==> src/rtl/mips_cpu_bus_master.sv <==
// CPU load/store port to Avalon-style memory bus bridge.
// Handles lane steering, load extension, alignment checks and wait timeout.
module mips_cpu_bus_master #(
   parameter int unsigned MAX_WAIT = 255
) (
   input  logic        clk,
   input  logic        reset,
   input  logic        req_valid,
   input  logic        req_write,
   input  logic [1:0]  req_size,
   input  logic        req_signed,
   input  logic [31:0] req_addr,
   input  logic [31:0] req_wdata,
   output logic        req_ready,
   output logic        resp_valid,
   output logic        resp_err,
   output logic [31:0] resp_rdata,
   output logic [31:0] address,
   output logic        read,
   output logic        write,
   output logic [3:0]  byteenable,
   output logic [31:0] writedata,
   input  logic        waitrequest,
   input  logic [31:0] readdata
);

   localparam int CW = (MAX_WAIT < 2) ? 1 : $clog2(MAX_WAIT + 1);

   typedef enum logic [1:0] {
      IDLE,
      XFER,
      RDATA,
      RESP
   } state_t;

   state_t          state_q;
   state_t          state_d;
   logic            wr_q;
   logic [1:0]      size_q;
   logic            sgn_q;
   logic [1:0]      off_q;
   logic [CW-1:0]   wait_cnt;

   logic            legal;
   logic [3:0]      be_c;
   logic [31:0]     shifted;
   logic [31:0]     wd_c;
   logic [31:0]     lane;
   logic [31:0]     ext;
   logic            timeout;

   always_comb begin
      legal = 1'b0;
      be_c  = 4'b0000;
      unique case (req_size)
         2'b00: begin
            legal = 1'b1;
            be_c  = 4'b0001 << req_addr[1:0];
         end
         2'b01: begin
            legal = ~req_addr[0];
            be_c  = req_addr[1] ? 4'b1100 : 4'b0011;
         end
         2'b10: begin
            legal = (req_addr[1:0] == 2'b00);
            be_c  = 4'b1111;
         end
         default: begin
            legal = 1'b0;
            be_c  = 4'b0000;
         end
      endcase
   end

   // Unused lanes forced to zero so stale upper store bits never leak
   always_comb begin
      shifted = req_wdata << {req_addr[1:0], 3'b000};
      wd_c    = shifted & {{8{be_c[3]}}, {8{be_c[2]}},
                           {8{be_c[1]}}, {8{be_c[0]}}};
   end

   always_comb begin
      lane = readdata >> {off_q, 3'b000};
      unique case (size_q)
         2'b00:   ext = {{24{sgn_q & lane[7]}}, lane[7:0]};
         2'b01:   ext = {{16{sgn_q & lane[15]}}, lane[15:0]};
         default: ext = lane;
      endcase
   end

   assign timeout = waitrequest && (wait_cnt == CW'(MAX_WAIT - 1));

   always_comb begin
      state_d = state_q;
      unique case (state_q)
         IDLE: begin
            if (req_valid)
               state_d = legal ? XFER : RESP;
         end
         XFER: begin
            if (!waitrequest)
               state_d = wr_q ? RESP : RDATA;
            else if (timeout)
               state_d = RESP;
         end
         RDATA: state_d = RESP;
         RESP:  state_d = IDLE;
         default: state_d = IDLE;
      endcase
   end

   assign req_ready  = (state_q == IDLE) & ~reset;
   assign resp_valid = (state_q == RESP);
   assign read       = (state_q == XFER) & ~wr_q;
   assign write      = (state_q == XFER) & wr_q;

   always_ff @(posedge clk or posedge reset) begin
      if (reset) begin
         state_q    <= IDLE;
         wr_q       <= 1'b0;
         size_q     <= 2'b00;
         sgn_q      <= 1'b0;
         off_q      <= 2'b00;
         wait_cnt   <= '0;
         address    <= '0;
         byteenable <= '0;
         writedata  <= '0;
         resp_err   <= 1'b0;
         resp_rdata <= '0;
      end else begin
         state_q <= state_d;
         unique case (state_q)
            IDLE: begin
               if (req_valid) begin
                  wr_q       <= req_write;
                  size_q     <= req_size;
                  sgn_q      <= req_signed;
                  off_q      <= req_addr[1:0];
                  wait_cnt   <= '0;
                  resp_err   <= ~legal;
                  resp_rdata <= '0;
                  if (legal) begin
                     address    <= {req_addr[31:2], 2'b00};
                     byteenable <= be_c;
                     writedata  <= wd_c;
                  end
               end
            end
            XFER: begin
               if (waitrequest) begin
                  wait_cnt <= wait_cnt + 1'b1;
                  if (timeout)
                     resp_err <= 1'b1;
               end
            end
            RDATA: resp_rdata <= ext;
            default: ;
         endcase
      end
   end

endmodule

==> config.mk <==
export PLATFORM = sky130hd
export DESIGN_NAME = mips_cpu_bus_master
export DESIGN_NICKNAME = d
export VERILOG_FILES = /design/src/rtl/mips_cpu_bus_master.sv
export SDC_FILE = /design/constraint.sdc
export NUM_CORES = 1
export LEC_CHECK = 0
export CORE_MARGIN = 2
export CORE_UTILIZATION = 48
export CTS_CLUSTER_SIZE = 30
export DETAILED_ROUTE_END_ITERATION = 12
export GPL_TIMING_DRIVEN = 0
export PLACE_DENSITY = 0.93
export SYNTH_ARGS = -nofsm -noshare
export SYNTH_HDL_FRONTEND = slang
export SYNTH_SLANG_ARGS = --single-unit
==> constraint.sdc <==
create_clock -name clk -period 7.4 [get_ports clk]
set_input_delay 1.11 -clock clk [delete_from_list [all_inputs] [get_ports clk]]
set_output_delay 1.11 -clock clk [all_outputs]
set_load 0.01 [all_outputs]
======== Word level (Yosys, flattened, before mapping) ========
Cells that the tools add are included.
word-level totals
  register bits after elaboration ......... 115
  input bits .............................. 104
  output and inout bits ................... 105
  logic and storage cells ................. 68
operators by class
  add/subtract/negate cells ............... 1
  eq/ne operators ......................... 11
  shift operators ......................... 3
  mux-type cells .......................... 19
  bitwise logic cells ..................... 10
  reduce and logical (&&, ||, !) cells .... 13
operators by type and width
  kind                                                 number
  case mux 32 bit (2 select lines)                     2
  bitwise AND 32 bit                                   1
  2-to-1 mux 32 bit                                    1
  left shift 32 x 5 -> 32 bit                          1
  right shift 32 x 5 -> 32 bit                         1
  2-to-1 mux 8 bit                                     2
  case mux 8 bit (2 select lines)                      1
  case mux 4 bit (3 select lines)                      1
  adder 8 x 1 -> 8 bit, second input constant          1
  equality test 8 bit, second input constant           1
  logical NOT 2 bit                                    4
  2-to-1 mux 2 bit                                     4
  case mux 2 bit (4 select lines)                      1
  equality test 2 x 1 -> 1 bit, second input constant  3
  equality test 2 bit, second input constant           3
  inequality test 2 bit, second input constant         3
  AND reduction 2 bit                                  3
  AND reduction 3 bit                                  2
  bitwise AND 1 bit                                    5
  2-to-1 mux 1 bit                                     4
  2-to-1 mux 4 bit                                     1
  inverter 1 bit                                       4
  AND reduction 4 bit                                  1
  nonzero test 2 bit                                   2
  other kinds (5)                                      5

======== Longest topological paths before layout ========
Gate-level depths: netlist of the first run.
  word-level depth ........................ 5
  gate-level depth with buffers ........... 9
  depth with buffers taken out ............ 6

======== Worst setup path after synthesis of the first run ========
OpenSTA, ideal clock, no wires.
  kind .................................... input-to-output
  start point ............................. in reset
  end point ............................... out req_ready
  arrival time ............................ 1288 ps
  data required time ...................... 6290 ps
  setup slack ............................. 5002 ps
  stages .................................. 1
  buffers on the path ..................... 0
  path through ............................ nor2b_1
between the ends
  longest elaborated chain between the ends .. 2
RTL lines
  item               RTL line  RTL
  from (decl)        7         input logic reset,
  inverter 1 bit     112       assign req_ready = (state_q == IDLE) & ~reset;
  bitwise AND 1 bit  112
  to (decl)          14        output logic req_ready,
Every way passes these cells.

======== Final worst setup path of the first run ========
  start point ............................. reg state_q[1]
  end point ............................... out write
between the ends
  longest elaborated chain between the ends .. 2
RTL lines
  item                          RTL line  RTL
  from (decl)                   36        state_t state_q;
  from (signal assigned)        131       state_q <= state_d;
  equality test 2 x 1 -> 1 bit  115       assign write = (state_q == XFER) & wr_q;
  bitwise AND 1 bit             115
  to (decl)                     20        output logic write,
Every way passes these cells.

==> results of run 1 <==
registers in the layout, indices dropped and copies added (netlist names):
| register | count |
|---|---|
| size_q | 2 |
| resp_rdata | 32 |
| writedata | 32 |
| state_q | 2 |
| wr_q | 1 |
| address | 30 |
| wait_cnt | 8 |
| sgn_q | 1 |
| resp_err | 1 |
| off_q | 2 |
| byteenable | 4 |
cell type report:
cell class | instances | area, µm² | share of cell area, %
well taps | 143 | 179 | 2.10
clock inverters | 6 | 105 | 1.23
flip-flops and latches | 115 | 2880 | 33.7
multi-input cells | 356 | 2580 | 30.3
plain buffers | 40 | 196 | 2.30
clock buffers | 23 | 468 | 5.49
inverters | 7 | 28.8 | 0.337
repair buffers | 206 | 2090 | 24.5
synthesized netlist by cell type (3+ instances only):
cell      number  area, µm²
a211o_1        8       70.1
a21o_1         3       22.5
a21oi_1       20        100
a221o_1       16        160
a22o_1        10       87.6
a32o_1         9       90.1
and2_1         4       25.0
buf_1          3       11.3
buf_2         16       80.1
buf_4          3       22.5
clkbuf_1      16       60.1
dfrtp_1      115       2880
ha_1           6       75.1
inv_1          7       26.3
mux2_2        43        484
mux2i_1       34        340
nand2_1       64        240
nand2b_1       3       18.8
nand3_1        4       20.0
nand3b_1       9       67.6
nand4_1        3       18.8
nor2_1        18       67.6
nor2b_1       12       75.1
o21ai_0       42        210
o21ai_1        8       40.0
o31ai_1       10       75.1
xor2_1         4       35.0
through the flow:
stage	hold slack (ps)	setup WS [ps]	instance area (µm²)	util [%]
after floorplan	485	3250	5680	-
after global placement	464	1690	7900	68.9
final	481	4040	8530	74.4
after detailed placement	466	4050	7950	69.4
after global routing	506	3930	8530	74.4
after CTS	485	4040	8530	74.4
report_power, final:
group | internal [W] | total (W) | switching, W
sequential | 0.000883 | 0.00104 | 0.000156
combinational | 0.000799 | 0.00150 | 0.000703
clock | 0.000538 | 0.000807 | 0.000269
total | 0.00222 | 0.00335 | 0.00113
logic make-up after synthesis:
group,after synthesis
XOR/XNOR,4
flip-flops,115
buffers and inverters,47
AND/OR/NAND/NOR,129
adder cells (fa/ha/maj),6
multiplexers,79
other,1
AO/OA/AOI/OAI,136
worst max-delay path by stage:
stage | startpoint | endpoint | depth (start not counted)
finish | state_q[1] | write | 5
global route | state_q[1] | write | 5
CTS | state_q[1] | write | 5
detailed placement | reset | req_ready | 3
global placement | reset | address[10] | 2
floorplan | reset | address[10] | 1
routing by layer:
metal  wire, µm  track usage [%]
met1       6570             32.8
met4        596             13.1
met5          0                0
met3       1500             10.2
met2       9030             48.3
==> metrics.md, run 1 <==
| Metric | Value |
|---|---|
| LEAKAGE | 3.67 nW |
| Die area | 12700 µm² |
| Mean Syn Cell Area | 11.0 µm² |
| XOR/XNOR share of the synthesized area | 0.617% |
| Detailed Route WL | 17700 µm |
| I/O Pins | 209 |
| Crit. End Element | output pin |
| Max_slew headroom | 27.3% |
| Worst Max-Slew Pin Slew | 1080 ps |
| Rows | 39 |
| Flop-to-flop setup slack | 5070 ps |
| Routability-driven placement congestion ratio | 0.923 |
| Setup Viol. Count Final | 0 |
| Global-route wire length before repair | 28200 µm |
| Critical path, cell by cell | inv_1 -> ha_1 -> clkbuf_1 -> and2_1 -> clkdlybuf4s50_1 |
| Final count of hold timing violations | 0 |
| Post-layout minimum cycle time | 3360 ps |
| First-pass DRT Iterations | 5 |
| Ys async rst share | 100% |
| Worst min path class | reg2reg |
| Clock transition at the registers of the reported paths | 50 ps |
| Distinct cells, synth | 47 |
| Root buf cell | clkbuf_16 |
| Reg-to-Reg Start | state_q[0] |
| Peak VDD IR | 261 µV |
| Max cap viols | 0 |
| Main combinational cell family by area after synthesis | compound AO/OA/AOI/OAI gates |
| Die H | 113 µm |
| Mux cell area share after synthesis | 15.3% |
| Reg2reg end | resp_rdata[15] |
| Vias in the first global route | 5547 |
| #FFs+latches synth | 115 |
| FMAX | 0.297 GHz |
| Inserted Clock Buffers | 17 |
| Critical path type | reg2out |
| Grt ovf | 0 |
| Worst Hold End | byteenable[3] |
| Vias per inst | 5.76 |
| Setup Buffers After CTS | 0 |
| GRT Total Usage | 28.7% |
| PD cells | 393 nW/µm² |
| Synthesized-area fraction occupied by adder cells | 1.32% |
| Worst path bufs/invs | 3 |
| Hold Path Depth | 1 |
| Hold_buf cts | 0 |
| Status | completed |
| CTS max path bufs | 2 |
| Detailed placement HPWL | 12800 µm |
| Fill cell count | 769 |
| Simple-gate share of the synthesized area | 11.5% |
| Final setup TNS | 0 ps |
| Clock Skew | 12.7 ps |
| Worst path slowest cell | clkdlybuf4s50_1 |
| Yosys warning count | 0 |
| Top FF cell, synth | dfrtp_1 |
| Commonest non-fill, non-tap cell in the layout | clkdlybuf4s50_1 |
| Compound-Gate Fraction of Synth Area | 16.6% |
| Placed Cells | 867 |
| Top delay family on crit path | buffers and inverters |
| Slew Viols, Final | 0 |
| Crit path max fanout | 10 |
| Initial antenna violation count | 0 |
| Residual DRC count | 0 |
| Final net count | 853 |
| Die width | 113 µm |
| Sequential share of the synthesized area | 50.7% |
| Setup crit start kind | flip-flop |
| RSZ-0062 raised after global routing | no |
| Number of enable flip-flop cells after synthesis | 0 |
| Starting Density | 49.5% |
| H-tree depth | 4 |
| Critical path required time | 6290 ps |
| Largest net degree at the start of global routing | 58 |
| Reg2reg path depth | 7 |
| IO buf count | 204 |
| Worst hold start | byteenable[3] |
| Share of layout cells above drive strength 1 | 13.8% |
| Final ANT Viol Nets | 0 |
| Routed via count | 5164 |
| Final Non-Filler Cells | 896 |
| CTS tree | done |
| Clk Latency, worst-skew pair | 420 ps |
| Diodes inserted | 0 |
| Period utilisation layout | 45.5% |
| PostCTS Resize Cnt | 0 |
| Mapped Area | 5680 µm² |
| Max incr delay on CP | 550 ps |
| Drt initial violations | 435 |
| Gate Count Post-Synth | 517 |
| Power, Total | 0.00335 W |
| CORE AREA | 11500 µm² |
| Most frequent cells in the layout | clkdlybuf4s50_1 (204), dfrtp_1 (115), nand2_1 (64) |
| Clk sinks | 115 |
| Area Overhead vs Synth | 50.1% |
| Arrival @ worst endpoint | 2250 ps |
| Drt wl/cell | 19.7 µm |
(Power assumes the default switching activity.)
==> run 2, diff against run 1 <==
- CORE_UTILIZATION: 48 -> 45
- PLACE_DENSITY: 0.93 -> 0.88
- clock period: 7.4 -> 3.4 ns (I/O delays scaled with it)
==> run 2 against run 1 <==
Critical endpoint is now read. Register-to-register slack got worse by 3900 ps. Critical path depth did not move. Power grew 110%. Routed wire length is 2.0% lower. First-iteration DRC count down 21%. Clock-buffer cell count shrank 2. Final cell count rose by 3.6%. Critical path type unchanged. Clock power is 100% higher. Combinational power is 120% higher. Global-route usage decreased by 2.7 points. Highest routed layer unchanged.
==> metrics.md, run 2 (synthesis results as in run 1) <==
| Metric | Value |
|---|---|
| Reg-to-Reg Start | state_q[1] |
| Drt initial violations | 345 (-21%) |
| Clk sinks | 115 (unchanged) |
| Vias in the first global route | 5274 (-4.9%) |
| Power, Total | 0.00714 W (+110%) |
| Seq. cell area | 2880 µm² (unchanged) |
| Area Overhead vs Synth | 50.3% (about the same) |
| Worst hold start | writedata[5] |
| Multi-input gate area | 2580 µm² (unchanged) |
| Reg2reg end | resp_rdata[19] |
| Grt ovf | 0 (unchanged) |
| PostCTS Resize Cnt | 0 (unchanged) |
| Reg2reg path depth | 6 (-1) |
| Fill cell count | 932 (+21%) |
| H-tree depth | 4 (unchanged) |
| Period utilisation layout | 82.0% |
| PD cells | 837 nW/µm² (+110%) |
| Die width | 116 µm (+3.2%) |
| CTS max path bufs | 2 (unchanged) |
| Routed via count | 5090 (-1.4%) |
| Inserted Clock Buffers | 17 (unchanged) |
| RSZ-0062 raised after global routing | no |
| Routability-driven placement congestion ratio | 0.948 (+2.7%) |
| Die area | 13500 µm² (+6.4%) |
| CORE AREA | 12500 µm² (+8.7%) |
| Placed Cells | 896 (+3.3%) |
| Root buf cell | clkbuf_16 |
| Status | completed |
| FMAX | 0.358 GHz |
| Clk Latency, worst-skew pair | 410 ps (about the same) |
| Crit. End Element | output pin |
| Max_slew headroom | 26.8% (-0.47 points) |
| Vias per inst | 5.48 (-4.8%) |
| Critical path required time | 2890 ps (-3400 ps) |
| Commonest non-fill, non-tap cell in the layout | clkdlybuf4s50_1 |
| Most frequent cells in the layout | clkdlybuf4s50_1 (204), dfrtp_1 (115), nand2_1 (64) |
| Clock transition at the registers of the reported paths | 50 ps (about the same) |
| Worst path slowest cell | clkdlybuf4s50_1 |
| Max cap viols | 0 (unchanged) |
| Diodes inserted | 0 (unchanged) |
| Internal Power | 0.00465 W (+110%) |
| Residual DRC count | 0 (unchanged) |
| Initial antenna violation count | 0 (unchanged) |
| Rows | 41 (+5.1%) |
| Setup Viol. Count Final | 0 (unchanged) |
| Fin Hold WS | 486 ps (+4.72 ps) |
| Worst Max-Slew Pin Slew | 1090 ps (+7.05 ps) |
| Critical path type | reg2out |
| Final setup TNS | 0 ps (unchanged) |
| Global-route wire length before repair | 26700 µm (-5.4%) |
| LEAKAGE | 3.64 nW (-0.88%) |
| Largest net degree at the start of global routing | 45 (-22%) |
| Comb pwr share | 45.5% (+0.6 points) |
| Share of layout cells above drive strength 1 | 14.6% (+0.74 points) |
| First-pass DRT Iterations | 5 (unchanged) |
| Clock network power share | 22.8% (-1.3 points) |
| Starting Density | 45.6% (-4.0 points) |
| Hold Path Depth | 2 (+1) |
| Worst path bufs/invs | 3 (unchanged) |
| Arrival @ worst endpoint | 2280 ps (+30 ps) |
| Worst Hold End | writedata[5] |
| Setup crit start kind | flip-flop |
| Final net count | 853 (unchanged) |
| Detailed Route WL | 17300 µm (-2.0%) |
| Drt wl/cell | 18.7 µm (-5.4%) |
| Peak VDD IR | 550 µV (+110%) |
| Die H | 116 µm (+3.2%) |
| Final count of hold timing violations | 0 (unchanged) |
| Post-layout minimum cycle time | 2790 ps |
| Switching Fraction | 34.9% (+1.2 points) |
| Biggest regs | resp_rdata x32, writedata x32, address x30 |
| Crit path max fanout | 10 (unchanged) |
| IO buf count | 204 (unchanged) |
| Switching power | 0.00249 W (+120%) |
| Final Non-Filler Cells | 928 (+3.6%) |
| Critical path, cell by cell | inv_1 -> ha_1 -> clkbuf_1 -> nor2b_1 -> clkdlybuf4s50_1 |
| Clock Skew | 11.7 ps (-0.975 ps) |
| Hold_buf cts | 0 (unchanged) |
| Flop-to-flop setup slack | 1130 ps (-3940 ps) |
| Final ANT Viol Nets | 0 (unchanged) |
| Slew Viols, Final | 0 (unchanged) |
| Max incr delay on CP | 590 ps (+40 ps) |
| Sequential share of power | 31.7% (+0.7 points) |
| Top delay family on crit path | buffers and inverters |
| Setup Buffers After CTS | 0 (unchanged) |
| Post-Route Utilization | 68.5% (-5.9 points) |
| Detailed placement HPWL | 12900 µm (+1.1%) |
| I/O Pins | 209 (unchanged) |
| CTS tree | done |
| GRT Total Usage | 26.0% (-2.7 points) |
| Worst min path class | reg2reg |
## run 2: cell count changes in the layout (fill, tap and decap cells not counted), sizes merged
cell	previous run	this run
bufinv	3	0
clkinv	3	4
clkbuf	39	37
inv	7	8
clkinvlp	0	6
## run 2: per-stage QoR
stage	cell area [µm²]	setup slack [ps]
after global routing	8530	524
after floorplan	5690	1490
final	8530	610
after global placement	7940	438
after CTS	8530	613
after detailed placement	7980	820
## run 2: worst min-delay path: cells and delay by family, from the launching register on
kind,cells,cell delay (ps)
AOI/OAI and AO/OA,1,60
and+or+nand+nor,1,50
DFF,1,340
## run 2: area by class of cell
class,count,area share [%]
Timing Repair Buffer,206,24.4
Clock inverter,11,0.924
Inverter,7,0.352
Clock buffer,21,5.51
Sequential cell,115,33.7
Buffer,40,2.30
Multi-Input combinational cell,356,30.3
Tap cell,172,2.52
## run 2: worst max-delay path by stage
stage / startpoint / end / slack [ps] / cells past startpoint
after floorplan: reset / address[10] / 1490 / 1
after detailed placement: req_addr[0] / writedata[23] / 820 / 5
after CTS: state_q[1] / read / 610 / 5
final: state_q[1] / read / 610 / 5
after global placement: reset / address[3] / 440 / 2
after global routing: state_q[1] / read / 520 / 5
## run 2: power groups by stage
stage	clock network [W]	registers (W)	logic (W)
after global placement	0	0.00224	0.00314
after CTS	0.00164	0.00226	0.00326
after detailed placement	0	0.00228	0.00323
final	0.00163	0.00226	0.00325
after global routing	0.00171	0.00233	0.00350
after floorplan	0	0.00244	0.00146
## run 2: routing by layer
| metal | up-vias | track usage, % | wire [µm] |
|---|---|---|---|
| met4 | 0 | 12.8 | 620 |
| met5 | - | 0 | 0 |
| met1 | 2473 | 32.0 | 6780 |
| li1 | 2320 | - | - |
| met3 | 50 | 7.16 | 1360 |
| met2 | 247 | 42.2 | 8570 |
==> run 3, diff against run 2 <==
- clock period: 3.4 -> 2.65 ns (I/O delays scaled with it)
==> run 3 against run 2 <==
Combinational power is 28% higher. Non-clock buffer count is 1 lower. Final area hardly changed. Sequential share of layout area hardly changed. First-iteration DRC count is 6.7% lower. Largest power group unchanged. Clock power is 29% higher. Sequential power is 28% higher. Utilization hardly changed. Clock skew hardly changed.
==> metrics.md, run 3 (synthesis results as in run 1) <==
| Metric | Value |
|---|---|
| GRT Total Usage | 25.9% (-0.033 points) |
| CTS max path bufs | 2 (unchanged) |
| Rows | 41 (unchanged) |
| Max_slew headroom | 26.3% (-0.54 points) |
| I/O Pins | 209 (unchanged) |
| Crit. End Element | output pin |
| Clk sinks | 115 (unchanged) |
| CTS tree | done |
| Routability-driven placement congestion ratio | 0.948 (unchanged) |
| Global-route wire length before repair | 26700 µm (-0.15%) |
| Critical path, cell by cell | inv_1 -> ha_1 -> nor2b_1 -> clkdlybuf4s50_1 |
| Die width | 116 µm (unchanged) |
| Critical path required time | 2250 ps (-640 ps) |
| Setup Buffers After CTS | 0 (unchanged) |
| Biggest regs | resp_rdata x32, writedata x32, address x30 |
| IO buf count | 204 (unchanged) |
| Setup crit start kind | flip-flop |
| Worst hold start | req_size[0] |
| Reg2reg end | resp_rdata[19] |
| Peak VDD IR | 706 µV (+28%) |
| Setup Viol. Count Final | 0 (unchanged) |
| PostCTS Resize Cnt | 0 (unchanged) |
| Die area | 13500 µm² (unchanged) |
| Power, Total | 0.00916 W (+28%) |
| Vias in the first global route | 5269 (-0.095%) |
| Grt ovf | 0 (unchanged) |
| Post-layout minimum cycle time | 2520 ps |
| Worst Hold End | size_q[0] |
| Drt wl/cell | 18.7 µm (+0.11%) |
| Final count of hold timing violations | 0 (unchanged) |
| Area Overhead vs Synth | 50.2% (about the same) |
| Share of layout cells above drive strength 1 | 14.6% (+0.019 points) |
| Worst path slowest cell | clkdlybuf4s50_1 |
| FMAX | 0.397 GHz |
| Slew Viols, Final | 0 (unchanged) |
| Initial antenna violation count | 0 (unchanged) |
| PD cells | 1070 nW/µm² (+28%) |
| Clk Latency, worst-skew pair | 410 ps (about the same) |
| Period utilisation layout | 95.0% |
| Worst min path class | in2reg |
| Drt initial violations | 322 (-6.7%) |
| Routed via count | 5098 (+0.16%) |
| Final ANT Viol Nets | 0 (unchanged) |
| Largest net degree at the start of global routing | 45 (unchanged) |
| Detailed placement HPWL | 12900 µm (unchanged) |
| Final net count | 852 (-0.12%) |
| Root buf cell | clkbuf_16 |
| LEAKAGE | 3.64 nW (about the same) |
| RSZ-0062 raised after global routing | no |
| Critical path type | reg2out |
| Hold Path Depth | 2 (unchanged) |
| Max cap viols | 0 (unchanged) |
| Clock transition at the registers of the reported paths | 50 ps (about the same) |
| Clock Skew | 11.4 ps (-0.331 ps) |
| Max incr delay on CP | 590 ps (about the same) |
| Fill cell count | 932 (unchanged) |
| Post-Route Utilization | 68.4% (about the same) |
| Diodes inserted | 0 (unchanged) |
| H-tree depth | 4 (unchanged) |
| Die H | 116 µm (unchanged) |
| Starting Density | 45.6% (unchanged) |
| Reg-to-Reg Start | state_q[1] |
| Flop-to-flop setup slack | 390 ps (-740 ps) |
| Hold_buf cts | 0 (unchanged) |
| Vias per inst | 5.50 (+0.27%) |
| CORE AREA | 12500 µm² (unchanged) |
| Most frequent cells in the layout | clkdlybuf4s50_1 (204), dfrtp_1 (115), nand2_1 (64) |
| Crit path max fanout | 12 (+2) |
| Residual DRC count | 0 (unchanged) |
| Status | completed |
| First-pass DRT Iterations | 5 (unchanged) |
| Reg2reg path depth | 6 (unchanged) |
| Commonest non-fill, non-tap cell in the layout | clkdlybuf4s50_1 |
| Worst Max-Slew Pin Slew | 1100 ps (+8.00 ps) |
| Arrival @ worst endpoint | 2120 ps (-160 ps) |
| Inserted Clock Buffers | 17 (unchanged) |
| Detailed Route WL | 17300 µm (about the same) |
run 3: cell count changes in the layout (fill, tap and decap cells not counted), sizes merged:
cell    delta
clkbuf     -1
run 3: final cells by class:
cell class	instances	area [µm²]	share of cell area [%]
buffer	39	193	2.26
sequential	115	2880	33.7
multi-input combinational	356	2580	30.3
inverter	7	30.0	0.352
clock inverter	11	78.8	0.924
tap	172	215	2.52
timing repair buffer	206	2080	24.4
clock buffer	21	470	5.52
run 3: how the worst max path moves through the flow:
stage                            from       endpoint  depth (start not counted)
final                      state_q[1]           read                          4
after floorplan                 reset    address[10]                          1
after global routing       state_q[1]           read                          4
after global placement          reset     address[3]                          2
after CTS                  state_q[1]           read                          4
after detailed placement  req_addr[0]  writedata[23]                          5
run 3: power breakdown:
part / internal, W / leakage (nW) / switching [W] / total (W)
sequential: 0.00247 / 1.47 / 0.000439 / 0.00290
clock: 0.00127 / 0.258 / 0.000828 / 0.00210
combinational: 0.00223 / 1.91 / 0.00193 / 0.00416
run 3: worst max-delay path: cells and delay by family, from the launching register on:
family / cells / cell delay [ps]
DFF: 1 / 400
adders and majority gates: 1 / 380
buffers and inverters: 2 / 710
and+or+nand+nor: 1 / 220
run 3: per-layer routing:
metal / GRT usage (%) / wire length, µm
met5: 0 / 0
met4: 12.8 / 629
met3: 7.16 / 1290
met2: 42.2 / 8560
met1: 31.9 / 6850
run 3: metrics by stage:
step | instances | instance area [µm²] | hold WS (ps) | TNS, ps | setup WS (ps)
2_1_floorplan | 518 | 5690 | 485 | 0 | 853
3_3_place_gp | 894 | 7940 | 464 | -22300 | -200
3_5_place_dp | 896 | 7980 | 470 | 0 | 182
4_1_cts | 927 | 8530 | 393 | 0 | 120
5_1_grt | 927 | 8530 | 439 | 0 | 61.8
6_report | 927 | 8530 | 406 | 0 | 133
